[src/rtl/sdram_burst_pkg.sv]
// Shared types and constants for the SDRAM burst responder.
// Latency: n/a (declarations only).
// Backpressure: n/a.
package sdram_burst_pkg;

  typedef enum logic [1:0] {
    IDLE  = 2'd0,
    ISSUE = 2'd1,
    DRAIN = 2'd2
  } state_t;

  // Working-address step per beat, in bytes
  localparam int BEAT_BYTES_32 = 4;
  localparam int BEAT_BYTES_16 = 2;

  localparam int DEF_FIFO_DEPTH = 8;
  localparam int DEF_ADDR_W     = 26;
  localparam int DEF_LEN_W      = 11;

endpackage

[src/rtl/sync_fifo.sv]
// Single-clock FIFO with show-ahead read data, occupancy count, empty and full.
// Latency: a pushed entry is visible on pop_dat the cycle after the push.
// Backpressure: push is ignored while full, pop is ignored while empty.
module sync_fifo #(
  parameter int WIDTH = 32,
  parameter int DEPTH = 8,
  localparam int AW = $clog2(DEPTH),
  localparam int CW = AW + 1
) (
  input  logic             clk,
  input  logic             rst_n,
  input  logic             push,
  input  logic [WIDTH-1:0] push_dat,
  input  logic             pop,
  output logic [WIDTH-1:0] pop_dat,
  output logic [CW-1:0]    count,
  output logic             empty,
  output logic             full
);

  logic [WIDTH-1:0] mem_q [DEPTH];
  logic [AW-1:0]    wr_ptr_q, wr_ptr_d;
  logic [AW-1:0]    rd_ptr_q, rd_ptr_d;
  logic [CW-1:0]    count_q, count_d;
  logic             push_ok, pop_ok;

  assign empty   = (count_q == '0);
  assign full    = (count_q == CW'(DEPTH));
  assign count   = count_q;
  assign pop_dat = mem_q[rd_ptr_q];

  // Pointer and occupancy update; depth is a power of two so pointers wrap naturally
  always_comb begin
    push_ok  = push && !full;
    pop_ok   = pop && !empty;
    wr_ptr_d = wr_ptr_q;
    rd_ptr_d = rd_ptr_q;
    count_d  = count_q;
    if (push_ok) wr_ptr_d = wr_ptr_q + 1'b1;
    if (pop_ok)  rd_ptr_d = rd_ptr_q + 1'b1;
    case ({push_ok, pop_ok})
      2'b10:   count_d = count_q + 1'b1;
      2'b01:   count_d = count_q - 1'b1;
      default: count_d = count_q;
    endcase
  end

  // Control registers
  always_ff @(posedge clk or negedge rst_n) begin
    if (!rst_n) begin
      wr_ptr_q <= '0;
      rd_ptr_q <= '0;
      count_q  <= '0;
    end else begin
      wr_ptr_q <= wr_ptr_d;
      rd_ptr_q <= rd_ptr_d;
      count_q  <= count_d;
    end
  end

  // Storage array; contents are don't-care until written
  always_ff @(posedge clk) begin
    if (push_ok) mem_q[wr_ptr_q] <= push_dat;
  end

endmodule

[src/rtl/sdram_burst_responder.sv]
// Burst-read responder: turns one burst request into sequential word reads and streams beats back.
// Latency: first mem_rd 1 cycle after burst_rd; mem_q_valid in N gives burst_data_valid in N+1.
// Backpressure: reads stall on mem_ready or a full return path; the initiator never stalls.
// Optional sticky error flag built only when SDRAM_BURST_RESP_OVERRUN_EN is defined.
module sdram_burst_responder
  import sdram_burst_pkg::*;
#(
  parameter int FIFO_DEPTH = DEF_FIFO_DEPTH,
  parameter int ADDR_W     = DEF_ADDR_W,
  parameter int LEN_W      = DEF_LEN_W
) (
  input  logic              sdram_clk,
  input  logic              nRESET,
  input  logic              burst_rd,
  input  logic [ADDR_W-1:0] burst_addr,
  input  logic [LEN_W-1:0]  burst_len,
  input  logic              burst_32bit,
  output logic [31:0]       burst_data,
  output logic              burst_data_valid,
  output logic              burst_data_done,
  output logic              mem_rd,
  output logic [ADDR_W-1:0] mem_addr,
  input  logic              mem_ready,
  input  logic [31:0]       mem_q,
  input  logic              mem_q_valid,
  output logic              busy,
  output logic              err_overrun
);

  localparam int CW = $clog2(FIFO_DEPTH) + 1;

  state_t            state_q, state_d;
  logic [ADDR_W-1:0] addr_q, addr_d;
  logic [LEN_W-1:0]  len_q, len_d;
  logic [LEN_W-1:0]  issued_q, issued_d;
  logic [LEN_W-1:0]  delivered_q, delivered_d;
  logic              mode_q, mode_d;
  logic [31:0]       data_q, data_d;
  logic              valid_q, valid_d;
  logic              done_q, done_d;

  // The tag FIFO holds one entry per read in flight, so its occupancy is the outstanding count.
  logic [CW-1:0]     tag_cnt, ret_cnt;
  logic              tag_empty, tag_full, ret_empty, ret_full;
  logic              tag_head;
  logic [31:0]       ret_head;
  logic [CW:0]       in_flight;
  logic              rd_ok, beat_vld, ret_push, ret_pop, out_vld;
  logic [31:0]       beat_dat, out_dat;
  logic [ADDR_W-1:0] step;

  // Read gating, half-word steering and return-path bypass
  always_comb begin
    in_flight = {1'b0, tag_cnt} + {1'b0, ret_cnt};
    rd_ok     = (state_q == ISSUE) && (issued_q < len_q) && mem_ready &&
                !tag_full && !ret_full && (in_flight < (CW+1)'(FIFO_DEPTH));
    beat_vld  = mem_q_valid && !tag_empty;
    if (mode_q)        beat_dat = mem_q;
    else if (tag_head) beat_dat = {16'h0, mem_q[31:16]};
    else               beat_dat = {16'h0, mem_q[15:0]};
    // An empty FIFO lets the incoming beat go straight to the output register
    ret_pop  = !ret_empty;
    ret_push = beat_vld && !ret_empty;
    out_vld  = !ret_empty || beat_vld;
    out_dat  = ret_empty ? beat_dat : ret_head;
    step     = mode_q ? ADDR_W'(BEAT_BYTES_32) : ADDR_W'(BEAT_BYTES_16);
  end

  // Next-state, counters and output registers
  always_comb begin
    state_d     = state_q;
    addr_d      = addr_q;
    len_d       = len_q;
    mode_d      = mode_q;
    issued_d    = issued_q;
    delivered_d = delivered_q;
    data_d      = out_vld ? out_dat : data_q;
    valid_d     = out_vld;
    done_d      = 1'b0;
    case (state_q)
      IDLE: begin
        if (burst_rd) begin
          addr_d      = burst_addr;
          len_d       = burst_len;
          mode_d      = burst_32bit;
          issued_d    = '0;
          delivered_d = '0;
          if (burst_len == '0) begin
            done_d  = 1'b1;
            state_d = DRAIN;
          end else begin
            state_d = ISSUE;
          end
        end
      end
      ISSUE: begin
        if (rd_ok) begin
          addr_d   = addr_q + step;
          issued_d = issued_q + 1'b1;
        end
        if (issued_d == len_q) state_d = DRAIN;
      end
      DRAIN: begin
        if (delivered_q == len_q) state_d = IDLE;
      end
      default: state_d = IDLE;
    endcase
    if ((state_q != IDLE) && out_vld) begin
      delivered_d = delivered_q + 1'b1;
      done_d      = ((delivered_q + 1'b1) == len_q);
    end
  end

  // State registers
  always_ff @(posedge sdram_clk or negedge nRESET) begin
    if (!nRESET) begin
      state_q     <= IDLE;
      addr_q      <= '0;
      len_q       <= '0;
      mode_q      <= 1'b0;
      issued_q    <= '0;
      delivered_q <= '0;
      data_q      <= '0;
      valid_q     <= 1'b0;
      done_q      <= 1'b0;
    end else begin
      state_q     <= state_d;
      addr_q      <= addr_d;
      len_q       <= len_d;
      mode_q      <= mode_d;
      issued_q    <= issued_d;
      delivered_q <= delivered_d;
      data_q      <= data_d;
      valid_q     <= valid_d;
      done_q      <= done_d;
    end
  end

  sync_fifo #(.WIDTH(32), .DEPTH(FIFO_DEPTH)) u_ret_fifo (
    .clk      (sdram_clk),
    .rst_n    (nRESET),
    .push     (ret_push),
    .push_dat (beat_dat),
    .pop      (ret_pop),
    .pop_dat  (ret_head),
    .count    (ret_cnt),
    .empty    (ret_empty),
    .full     (ret_full)
  );

  sync_fifo #(.WIDTH(1), .DEPTH(FIFO_DEPTH)) u_tag_fifo (
    .clk      (sdram_clk),
    .rst_n    (nRESET),
    .push     (rd_ok),
    .push_dat (addr_q[1]),
    .pop      (beat_vld),
    .pop_dat  (tag_head),
    .count    (tag_cnt),
    .empty    (tag_empty),
    .full     (tag_full)
  );

  assign burst_data       = data_q;
  assign burst_data_valid = valid_q;
  assign burst_data_done  = done_q;
  assign mem_rd           = rd_ok;
  assign mem_addr         = addr_q & ~ADDR_W'(3);
  assign busy             = (state_q != IDLE);

`ifdef SDRAM_BURST_RESP_OVERRUN_EN
  logic err_q, err_d;

  // Sticky flag: request while busy, or read data with nothing outstanding
  always_comb begin
    err_d = err_q || (burst_rd && (state_q != IDLE)) || (mem_q_valid && tag_empty);
  end

  // Error flag register, cleared only by reset
  always_ff @(posedge sdram_clk or negedge nRESET) begin
    if (!nRESET) err_q <= 1'b0;
    else         err_q <= err_d;
  end

  assign err_overrun = err_q;
`else
  assign err_overrun = 1'b0;
`endif

endmodule

[config.mk]
export PLATFORM = sky130hd
export DESIGN_NAME = sdram_burst_responder
export DESIGN_NICKNAME = d
export VERILOG_FILES = /design/src/rtl/sdram_burst_pkg.sv /design/src/rtl/sync_fifo.sv /design/src/rtl/sdram_burst_responder.sv
export SDC_FILE = /design/constraint.sdc
export NUM_CORES = 1
export LEC_CHECK = 0
export BUFFER_PORTS_ARGS = -buffer_cell sky130_fd_sc_hd__buf_2
export CAP_MARGIN = 15
export CORE_UTILIZATION = 60
export DETAILED_ROUTE_END_ITERATION = 10
export PLACE_DENSITY = 0.9
export SYNTH_ARGS = -nofsm -noshare
export SYNTH_HDL_FRONTEND = slang
export SYNTH_SLANG_ARGS = --single-unit
[constraint.sdc]
create_clock -name sdram_clk -period 5.45 [get_ports sdram_clk]
set_input_delay 1.09 -clock sdram_clk [delete_from_list [all_inputs] [get_ports sdram_clk]]
set_output_delay 1.09 -clock sdram_clk [all_outputs]
set_load 0.02 [all_outputs]
==> impl_metrics.tcl <==
set metrics [dict create \
    start_kind "register" \
    drive_above_1_share_pct 23.0 \
    endpoint_kind "output pin" \
    root_buffer "clkbuf_16" \
    hold_violations 0 \
    rows 61 \
    antenna_found_initial 1 \
    drc_errors 0 \
    crit_path_max_incr_delay_ns 0.51 \
    slowest_stage "dfrtp_1" \
    post_synth_num_cell_types 56 \
    cp.required_ns 4.36 \
    grt_pass1_wl_mm 62.8 \
    crit_buf_inv 3 \
    setup_viol 0 \
    routed_via_density 6.42 \
    fin_nets 1437 \
    cts_resized 0 \
    postCtsSetupRepairBufs 0 \
    ys_seq_area_share_pct 63.8 \
    r2r-end "u_tag_fifo.count[3]$_DFFE_PN0P_" \
    yosys_warnings 0 \
    dpl.hpwl_mm 23.9 \
    routedWlPerCell_um 23.8 \
    initial_core_util_pct 61.0 \
    synthCells 1202 \
    track_usage_pct 29.2 \
    crit_type "reg -> out" \
    outcome "completed" \
    grt_max_degree 69 \
    ioPinCount 138 \
    r2r_start "len_q[2]$_DFFE_PN0P_" \
    area_growth_syn_to_layout_pct 13.4 \
    synthTopCellsByArea "edfxtp_1 47%, dfrtp_1 17%, mux4_2 8.8%" \
    rsz0062_at_grt "no" \
    synth_area_um2 16900 \
    min_path_type "reg -> reg" \
    ys_ff_latch 379 \
    holdPathEnd "u_tag_fifo.rd_ptr_q[2]$_DFFE_PN0P_" \
    fmax_mhz 250 \
    maxCapViolCount 0 \
    whs_ns 0.529 \
    synth_async_sr_flop_share_pct 30.3 \
    crit_top_cell "a21oi_1" \
    synth_top_area_share_pct 46.8 \
    clock_skew_ns 0.0162 \
    overflow 0 \
    synth_ff_type "edfxtp_1" \
    die_w_um 170 \
    power_w 0.00873 \
    vias 11200 \
    r2r_setup_slack_ns 2.09 \
    postCtsHoldBufs 0 \
    clock-sinks 379 \
    cp_top_family "compound AO/OA/AOI/OAI gates" \
    fin_tns_setup_ns 0 \
    tightest_slew_ns 1.15 \
    vdd_drop_max_mv 0.323 \
    gp_congestion 0.888 \
    clk_latency_ns 0.54 \
    leakagePower_nw 7.10 \
    yosys.area.top_type "edfxtp_1" \
    critPathArrivalTime_ns 2.90 \
    cts_made_buffers 38 \
    dr.pass1.iters 7 \
    min_period_ns 3.99 \
    min_path_cells 1 \
    slew_violations 0 \
    coreArea_um2 27800 \
    die_h_um 170 \
    synth.avg_cell_area_um2 14.1 \
    clock_path_buffers 3 \
    synth_edf_count 264 \
    maxSlewHeadroom_pct 23.4 \
    cts_tree "built" \
    htree_levels 2 \
    path_clk_slew_ns 0.06 \
    holdCritStartpoint "u_tag_fifo.rd_ptr_q[2]$_DFFE_PN0P_" \
    dp_slack_ns 1.86 \
    critical_path.max_fanout 18 \
    ant_nets 0 \
    power_density_nw_per_um2 454 \
    setup_slack_ns 1.46 \
    grt_pass1_vias 11200 \
    crit_chain "inv_1, ha_1, a21oi_1, o21ai_0, a21oi_1, o21ai_1, inv_2, buf_2" \
    portBuffers 133 \
    wirelength_mm 41.3 \
    first_iter_violations 1141 \
    reg2reg_depth 14 \
    die_area_um2 28900 \
    finalCritPeriodShare_pct 73.3 \
]
-- worst max-delay path by stage --
stage	startpoint	to	slack (ns)	cells past startpoint
after floorplan	mem_q_valid	u_ret_fifo.mem_q[0][0]$_DFFE_PP_	0.24	4
after global placement	mem_ready	mem_rd	1.87	7
after detailed placement	mem_ready	mem_rd	1.86	7
after CTS	len_q[2]$_DFFE_PN0P_	mem_rd	1.51	8
after global routing	len_q[2]$_DFFE_PN0P_	mem_rd	1.26	8
final	len_q[2]$_DFFE_PN0P_	mem_rd	1.46	8
-- per-stage QoR --
| stage | utilization, % | cells | cell area, um2 |
|---|---|---|---|
| CTS | 69.1 | 1739 | 19200 |
| floorplan | - | 1204 | 17000 |
| global placement | 64.9 | 1670 | 18000 |
| detailed placement | 64.9 | 1670 | 18000 |
| global route | 69.1 | 1739 | 19200 |
| finish | 69.2 | 1740 | 19200 |
-- final cells by class --
cell class / instances / area (um2)
diodes: 1 / 2.50
clock buffers: 52 / 1030
clock inverters: 17 / 139
fillers: 1791 / 8570
inverters: 27 / 101
multi-input cells: 734 / 5840
flip-flops and latches: 379 / 10800
well taps: 378 / 473
repair buffers: 152 / 811
-- registers in the layout (all words and copies together), names as in the netlist --
signal	cells
burst_data_valid	1
addr_q	25
burst_data_done	1
delivered_q	11
mode_q	1
u_ret_fifo.count	4
u_tag_fifo.rd_ptr_q	3
state_q	2
burst_data	32
u_ret_fifo.rd_ptr_q	3
u_tag_fifo.mem_q	8
issued_q	11
len_q	11
u_tag_fifo.count	4
u_ret_fifo.mem_q	256
u_tag_fifo.wr_ptr_q	3
u_ret_fifo.wr_ptr_q	3
-- power by group --
part,switching (W),total [W],internal (W),leakage [nW]
clock,0.00111,0.00251,0.00139,0.573
sequential,0.000412,0.00400,0.00359,3.82
combinational,0.00141,0.00222,0.000808,2.71
-- layer usage --
layer,vias up,wire (um),global-route usage [%]
li1,4817,-,-
met1,5585,15100,36.0
met2,649,21100,49.8
met3,115,3550,6.12
met4,0,1600,12.8
met5,-,0,0
-- worst register-to-register path, cell delays in order, from the launching register on --
cell     delay (ns)
dfrtp_1        0.51
inv_1          0.13
ha_1           0.33
a21oi_1        0.12
o21ai_0        0.12
a21oi_1        0.40
o21ai_1        0.23
buf_4          0.24
ha_1           0.23
ha_1           0.29
a21o_1         0.18
a21oi_1        0.16
xnor2_1        0.14
nor2_1         0.06
xnor2_1        0.12
-- synthesized netlist by cell type, types with 2 or more instances --
cell,number
a211oi_1,37
a21o_1,4
a21oi_1,101
a31oi_1,3
and2_1,21
and3_1,17
and4_1,2
buf_1,8
buf_2,5
buf_4,3
clkbuf_1,47
dfrtp_1,115
edfxtp_1,264
fa_1,3
ha_1,27
inv_1,25
inv_2,2
mux2_2,17
mux2i_1,36
mux4_2,66
nand2_1,108
nand2b_1,4
nand3_1,15
nand4_1,9
nor2_1,30
nor2b_1,39
nor3_1,9
nor3b_1,7
nor4_1,12
nor4b_1,4
o21ai_0,69
o21ai_1,2
o22ai_1,10
o31ai_1,7
or3_1,3
or4b_1,2
xnor2_1,39
xor2_1,12
-- layout by cell type, fill, tap and decap left out, drive strengths merged, types with 3 or more instances in the layout --
| cell | count |
|---|---|
| a21oi | 101 |
| o31ai | 7 |
| nand3 | 15 |
| conb | 3 |
| edfxtp | 264 |
| nor4 | 12 |
| nand2b | 4 |
| nor3 | 10 |
| nor2 | 30 |
| xor2 | 12 |
| mux2i | 36 |
| a21o | 4 |
| dfrtp | 115 |
| a211oi | 37 |
| clkinv | 10 |
| nor4b | 4 |
| mux2 | 17 |
| nand4 | 10 |
| nand2 | 108 |
| and2 | 21 |
| a31oi | 3 |
| clkbuf | 52 |
| o22ai | 10 |
| o21ai | 71 |
| nor2b | 39 |
| fa | 3 |
| inv | 31 |
| and3 | 17 |
| or3 | 3 |
| nor3b | 7 |
| buf | 152 |
| ha | 27 |
| xnor2 | 39 |
| mux4 | 66 |
-- cells by family after synthesis --
logic type / Yosys count / share of synthesized area (%)
adders and majority gates: 30 / 2.35
AOI/OAI and AO/OA: 243 / 8.22
muxes: 119 / 12.0
and+or+nand+nor: 288 / 8.78
xor gates and xnor gates: 51 / 2.64
DFF: 379 / 63.8
other: 1 / 0.0221
buffers and inverters: 91 / 2.16
No activity file was read; power rests on OpenSTA's default activity.
